**src/rtl/adc_capture_hls_deadlock_param_monitor.sv**
```systemverilog
// -----------------------------------------------------------------------------
// adc_capture_hls_deadlock_param_monitor
//
// Purpose:
//   Watches an HLS-generated ADC capture pipeline for a deadlock. The pipeline
//   is suspected to be deadlocked ("candidate") when some sub-instance reports
//   blocked, some AXI-stream reports a full/empty stall, and not every
//   sub-instance is idle. Once the candidate has held for THRESHOLD
//   consecutive cycles the monitor asserts block. A sticky copy and the
//   lowest stalled stream index are kept for software until cleared.
//
// Parameters:
//   N_AXIS    number of AXI-stream stall flags (1..32)
//   N_INST    number of monitored sub-instances (1..32)
//   THRESHOLD consecutive candidate cycles before block asserts (1..65535)
//   IDX_W     width of first_axis_idx (>= clog2(N_AXIS))
//
// Ports:
//   clock           in   rising-edge clock
//   reset           in   synchronous, active-high reset
//   axis_block_sigs in   [N_AXIS] per-stream stall flags
//   inst_idle_sigs  in   [N_INST] per-instance idle flags
//   inst_block_sigs in   [N_INST] per-instance blocked flags
//   clear           in   pulse clearing block_sticky / first_axis_idx
//   block           out  live deadlock indication (registered)
//   block_sticky    out  latched deadlock indication
//   first_axis_idx  out  [IDX_W] lowest stalled stream at BLOCKED entry
//   block_count     out  [16] number of BLOCKED entries
//
// Build option:
//   DEADLOCK_MON_EVENT_CNT_EN  when defined, block_count is a saturating count
//                              of BLOCKED entries; otherwise it is tied to 0.
// -----------------------------------------------------------------------------
module adc_capture_hls_deadlock_param_monitor #(
  parameter int N_AXIS    = 2,
  parameter int N_INST    = 3,
  parameter int THRESHOLD = 16,
  parameter int IDX_W     = 5
) (
  input  logic              clock,
  input  logic              reset,
  input  logic [N_AXIS-1:0] axis_block_sigs,
  input  logic [N_INST-1:0] inst_idle_sigs,
  input  logic [N_INST-1:0] inst_block_sigs,
  input  logic              clear,
  output logic              block,
  output logic              block_sticky,
  output logic [IDX_W-1:0]  first_axis_idx,
  output logic [15:0]       block_count
);

  typedef enum logic [1:0] {
    IDLE    = 2'd0,
    ARMED   = 2'd1,
    BLOCKED = 2'd2
  } state_t;

  localparam logic [15:0] THR_M1 = 16'(THRESHOLD - 1);

  state_t             state_q, state_d;
  logic [15:0]        run_q, run_d;
  logic               block_q;
  logic               sticky_q, sticky_d;
  logic [IDX_W-1:0]   idx_q, idx_d;
  logic               candidate;
  logic               enter_blk;

  function automatic logic [IDX_W-1:0] lowest_idx(input logic [N_AXIS-1:0] v);
    logic [IDX_W-1:0] r;
    r = '0;
    // Scan from the top so the lowest set bit is the last one written.
    for (int i = N_AXIS - 1; i >= 0; i--) begin
      if (v[i]) r = IDX_W'(i);
    end
    return r;
  endfunction

  assign candidate = (|inst_block_sigs) & (|axis_block_sigs) & ~(&inst_idle_sigs);

  always_comb begin
    state_d = state_q;
    run_d   = run_q;
    case (state_q)
      IDLE: begin
        if (candidate) begin
          // A threshold of one means the very first candidate cycle qualifies.
          state_d = (THRESHOLD == 1) ? BLOCKED : ARMED;
          run_d   = 16'd1;
        end
      end
      ARMED: begin
        if (!candidate) begin
          state_d = IDLE;
          run_d   = '0;
        end else if (run_q == THR_M1) begin
          state_d = BLOCKED;
          run_d   = run_q + 16'd1;
        end else begin
          run_d   = run_q + 16'd1;
        end
      end
      BLOCKED: begin
        // Count is frozen here so it can never wrap during a long deadlock.
        if (!candidate) begin
          state_d = IDLE;
          run_d   = '0;
        end
      end
      default: begin
        state_d = IDLE;
        run_d   = '0;
      end
    endcase
  end

  assign enter_blk = (state_q != BLOCKED) && (state_d == BLOCKED);

  always_comb begin
    sticky_d = sticky_q;
    idx_d    = idx_q;
    // A new BLOCKED entry takes priority over a coincident clear.
    if (enter_blk) begin
      sticky_d = 1'b1;
      idx_d    = lowest_idx(axis_block_sigs);
    end else if (clear) begin
      sticky_d = 1'b0;
      idx_d    = '0;
    end
  end

  always_ff @(posedge clock) begin
    if (reset) begin
      state_q  <= IDLE;
      run_q    <= '0;
      block_q  <= 1'b0;
      sticky_q <= 1'b0;
      idx_q    <= '0;
    end else begin
      state_q  <= state_d;
      run_q    <= run_d;
      block_q  <= (state_d == BLOCKED);
      sticky_q <= sticky_d;
      idx_q    <= idx_d;
    end
  end

  assign block          = block_q;
  assign block_sticky   = sticky_q;
  assign first_axis_idx = idx_q;

`ifdef DEADLOCK_MON_EVENT_CNT_EN
  logic [15:0] cnt_q, cnt_d;

  always_comb begin
    cnt_d = cnt_q;
    if (enter_blk && (cnt_q != 16'hFFFF)) cnt_d = cnt_q + 16'd1;
  end

  always_ff @(posedge clock) begin
    if (reset) cnt_q <= '0;
    else       cnt_q <= cnt_d;
  end

  assign block_count = cnt_q;
`else
  assign block_count = '0;
`endif

endmodule

```
**config.mk**
```make
export PLATFORM = sky130hd
export DESIGN_NAME = adc_capture_hls_deadlock_param_monitor
export DESIGN_NICKNAME = d
export VERILOG_FILES = /design/src/rtl/adc_capture_hls_deadlock_param_monitor.sv
export SDC_FILE = /design/constraint.sdc
export NUM_CORES = 1
export LEC_CHECK = 0
export ABC_AREA = 1
export BUFFER_PORTS_ARGS = -buffer_cell sky130_fd_sc_hd__clkbuf_2
export CAP_MARGIN = 10
export CORE_ASPECT_RATIO = 0.6
export CORE_MARGIN = 3
export CORE_UTILIZATION = 40
export DETAILED_ROUTE_END_ITERATION = 6
export PLACE_DENSITY = 0.62
export SLEW_MARGIN = 20
export SYNTH_ARGS = -nofsm -noshare
export SYNTH_HDL_FRONTEND = slang
export SYNTH_SLANG_ARGS = --single-unit
```
**constraint.sdc**
```tcl
create_clock -name clock -period 1.2 [get_ports clock]
set_input_delay 0.24 -clock clock [delete_from_list [all_inputs] [get_ports clock]]
set_output_delay 0.24 -clock clock [all_outputs]
set_load 0.02 [all_outputs]
```
==> out/metrics.cfg <==
[yosys]
yosys_warnings=0
ys_seq_area_frac=0.2912
synth_cell_types=30
syn_avg_cell_area_um2=6.811
synth_compound_area_frac=0.1317
synth_cells=212
netlist_area_mm2=0.001444
yosys.area_share.adder=0.008666
synth_mux_area_frac=0
synth_top_family_by_area=simple AND/OR/NAND/NOR gates
synth_xor_area_frac=0
yosys.area_share.simple=0.3726
yosysTopAreaCellShare=0.2912
synth_seq_cells=21
synthTopCellsByArea=dfxtp_1 29%, buf_4 12%, nand3_1 10%, nand2_1 8.8%, a21oi_1 7.3%
yosys.area.top_type=dfxtp_1

[timing]
rsz0062_at_grt=true
hold_viol=0
min_period_ps=1319
max_freq_mhz=758.4
finalSetupViolCount=11
hold_ws_ps=242.6
setup_slack_ps=-118.6
fin_worst_skew_ps=10.57
maxSlewViolCount=0
post-route-period-util=1.099

[critical_path]
arrival_ps=1540
rr_worst_depth=7
r2r-start=run_q[0]
crit_path_start_kind=flip-flop
r2r_end=run_q[8]
cpLargestDelayFamily=simple AND/OR/NAND/NOR gates
crit_chain=ha_4 -> nand2_4 -> nor3_4 -> nand2_2 -> o21bai_2 -> nand2_1 -> a21oi_2
critPathLaunch=run_q[0]
worst-path-stages=7
cp_slowest_cell=dfxtp_4
path_buf_inv=0
cp_max_fo=6
regToRegSetupSlack_ps=-120
setup.worst_path.end=run_q[8]
path_class=reg -> reg
max_stage_delay_ps=370
cp-end-kind=flip-flop
required_ps=1420

[finish]
multi_input_area_um2=913.4
syn2layout_area_growth_pct=32.24
drive_above_1_share=0.4000
layout.area.seq_um2=435.4
fillers=332
final_nets=273
insertedDiodeCount=0
final_util=0.5677

[worst_hold_path]
holdCritPathClass=in -> reg
holdPathStages=4

[grt]
antenna_found_initial=0
grt_pass1_wl_um=5906
grt_max_degree=17
grt_pass1_vias=1203
track_usage=0.1748
grt_overflow_total=0

[routing]
dr.first_iter.drc_count=128
drtAntennaViolNets=0
via_count=1443
postRouteWirelength_um=3782
first_pass_iters=4
via_per_inst=4.731
drc=0
routedWlPerCell_um=12.40

[floorplan]
core_area_mm2=0.003363
rows=16
chipHeight_um=52.54
die_area_mm2=0.004391
start_util=0.4293
die_w_um=83.57
ios=34

[clock_network]
cts_buffer_depth=2
hold_buffers=0
h-tree-depth=1
cts_tree=done
clock_latency_ps=270
path_clk_slew_ps=90
root_buffer=clkbuf_8
cts_buffers=3
clkSinkCount=21

[outcome]
run_status=complete, but fails checks
violations=negative setup slack

[flow_run]
cap_violations=0

[power_and_ir_drop]
fin_total_pwr_mw=1.438
ir_drop_v=0.0004068
pwr_density_cell_mw_per_mm2=753.0
leakage_nw=0.8173

[placement]
globalplace.congestion=0.8233
place_hpwl_um=2650
place_ws_ps=-123.2
portBuffers=13

## sequential cells by signal, indices dropped and copies added (netlist names)
signal and count:
run_q 16, first_axis_idx 1, state_q 2, block 1, block_sticky 1
## power by group
part / switching, mW / internal (mW)
clock network: 0.260 / 0.232
logic: 0.161 / 0.0734
registers: 0.00860 / 0.702
total: 0.430 / 1.01
## cells in the final DEF (no fill, tap or decap), drive strengths merged
| master | count |
|---|---|
| inv | 22 |
| clkbuf | 16 |
| o31ai | 1 |
| o21bai | 1 |
| nand3 | 31 |
| buf | 37 |
| nand3b | 1 |
| o21ai | 11 |
| nand2 | 41 |
| conb | 20 |
| o211ai | 1 |
| ha | 1 |
| dfxtp | 21 |
| clkinv | 2 |
| nand4 | 5 |
| or2 | 3 |
| nor2 | 23 |
| a21oi | 21 |
| nor3 | 2 |
## worst min path at each step
stage                              endpoint  slack (ps)          from
after floorplan                       block         310         reset
after global placement         block_sticky         450  block_sticky
after detailed placement       block_sticky         460  block_sticky
after CTS                      block_sticky         230         clear
after global routing      first_axis_idx[0]         260         clear
final                          block_sticky         240         clear
## synthesized netlist by cell type
cell type,n
nor2_4,5
nand2_2,5
nand3_2,1
buf_6,1
a21oi_1,21
o21ai_0,8
nand3_1,30
nand2_4,1
nand4_1,5
o21ai_1,2
dfxtp_1,21
nand2_1,34
inv_1,19
clkbuf_1,1
nand3b_1,1
buf_2,1
nor3_4,1
inv_2,3
or2_2,2
conb_1,1
o21bai_2,1
o211ai_1,1
or2_1,1
nor2_1,18
clkinv_1,1
o31ai_1,1
o21ai_2,1
nor3_2,1
ha_1,1
buf_4,23
## final cells by class
class                           count  area share
Clock inverter                      1    0.002621
Timing Repair Buffer               50      0.1946
Inverter                           23     0.04522
Sequential cell                    21      0.2280
Clock buffer                        3     0.02163
Multi-Input combinational cell    162      0.4784
Tap cell                           45     0.02949
## repair_timing
action / in CTS / in global routing
pin swaps: 13 / 7
gates cloned: 0 / 1
setup endpoints to repair: 14 / 21
resized for setup: 10 / 24
buffers inserted: 1 / 2
## cells by family after synthesis
| kind of cell | Yosys count |
|---|---|
| simple gates | 105 |
| buf+inv | 49 |
| compound gates | 35 |
| flops | 21 |
| fa+ha+maj | 1 |
| other cells | 1 |
## routing by layer
| layer | part of all wire | GRT usage | vias up |
|---|---|---|---|
| met5 | 0 | 0 | - |
| met4 | 0.0063 | 0.05348 | 0 |
| met3 | 0.062 | 0.04239 | 2 |
| met2 | 0.42 | 0.2361 | 37 |
| met1 | 0.51 | 0.2660 | 649 |
| li1 | - | - | 755 |
## metrics by stage
step                      std cells  area (um2)  setup TNS (ps)
final                           305        1909          -690.2
after detailed placement        297        1744           -1075
after floorplan                 231        1535          -40.14
after global routing            305        1909           -1906
after global placement          297        1744           -1154
after CTS                       302        1821          -288.2
## worst min-delay path, stage by stage
cell	delay (ps)
clkbuf_2	90
inv_1	40
nand2_1	60
a21oi_2	50
Power figures use the tool's default switching activity.
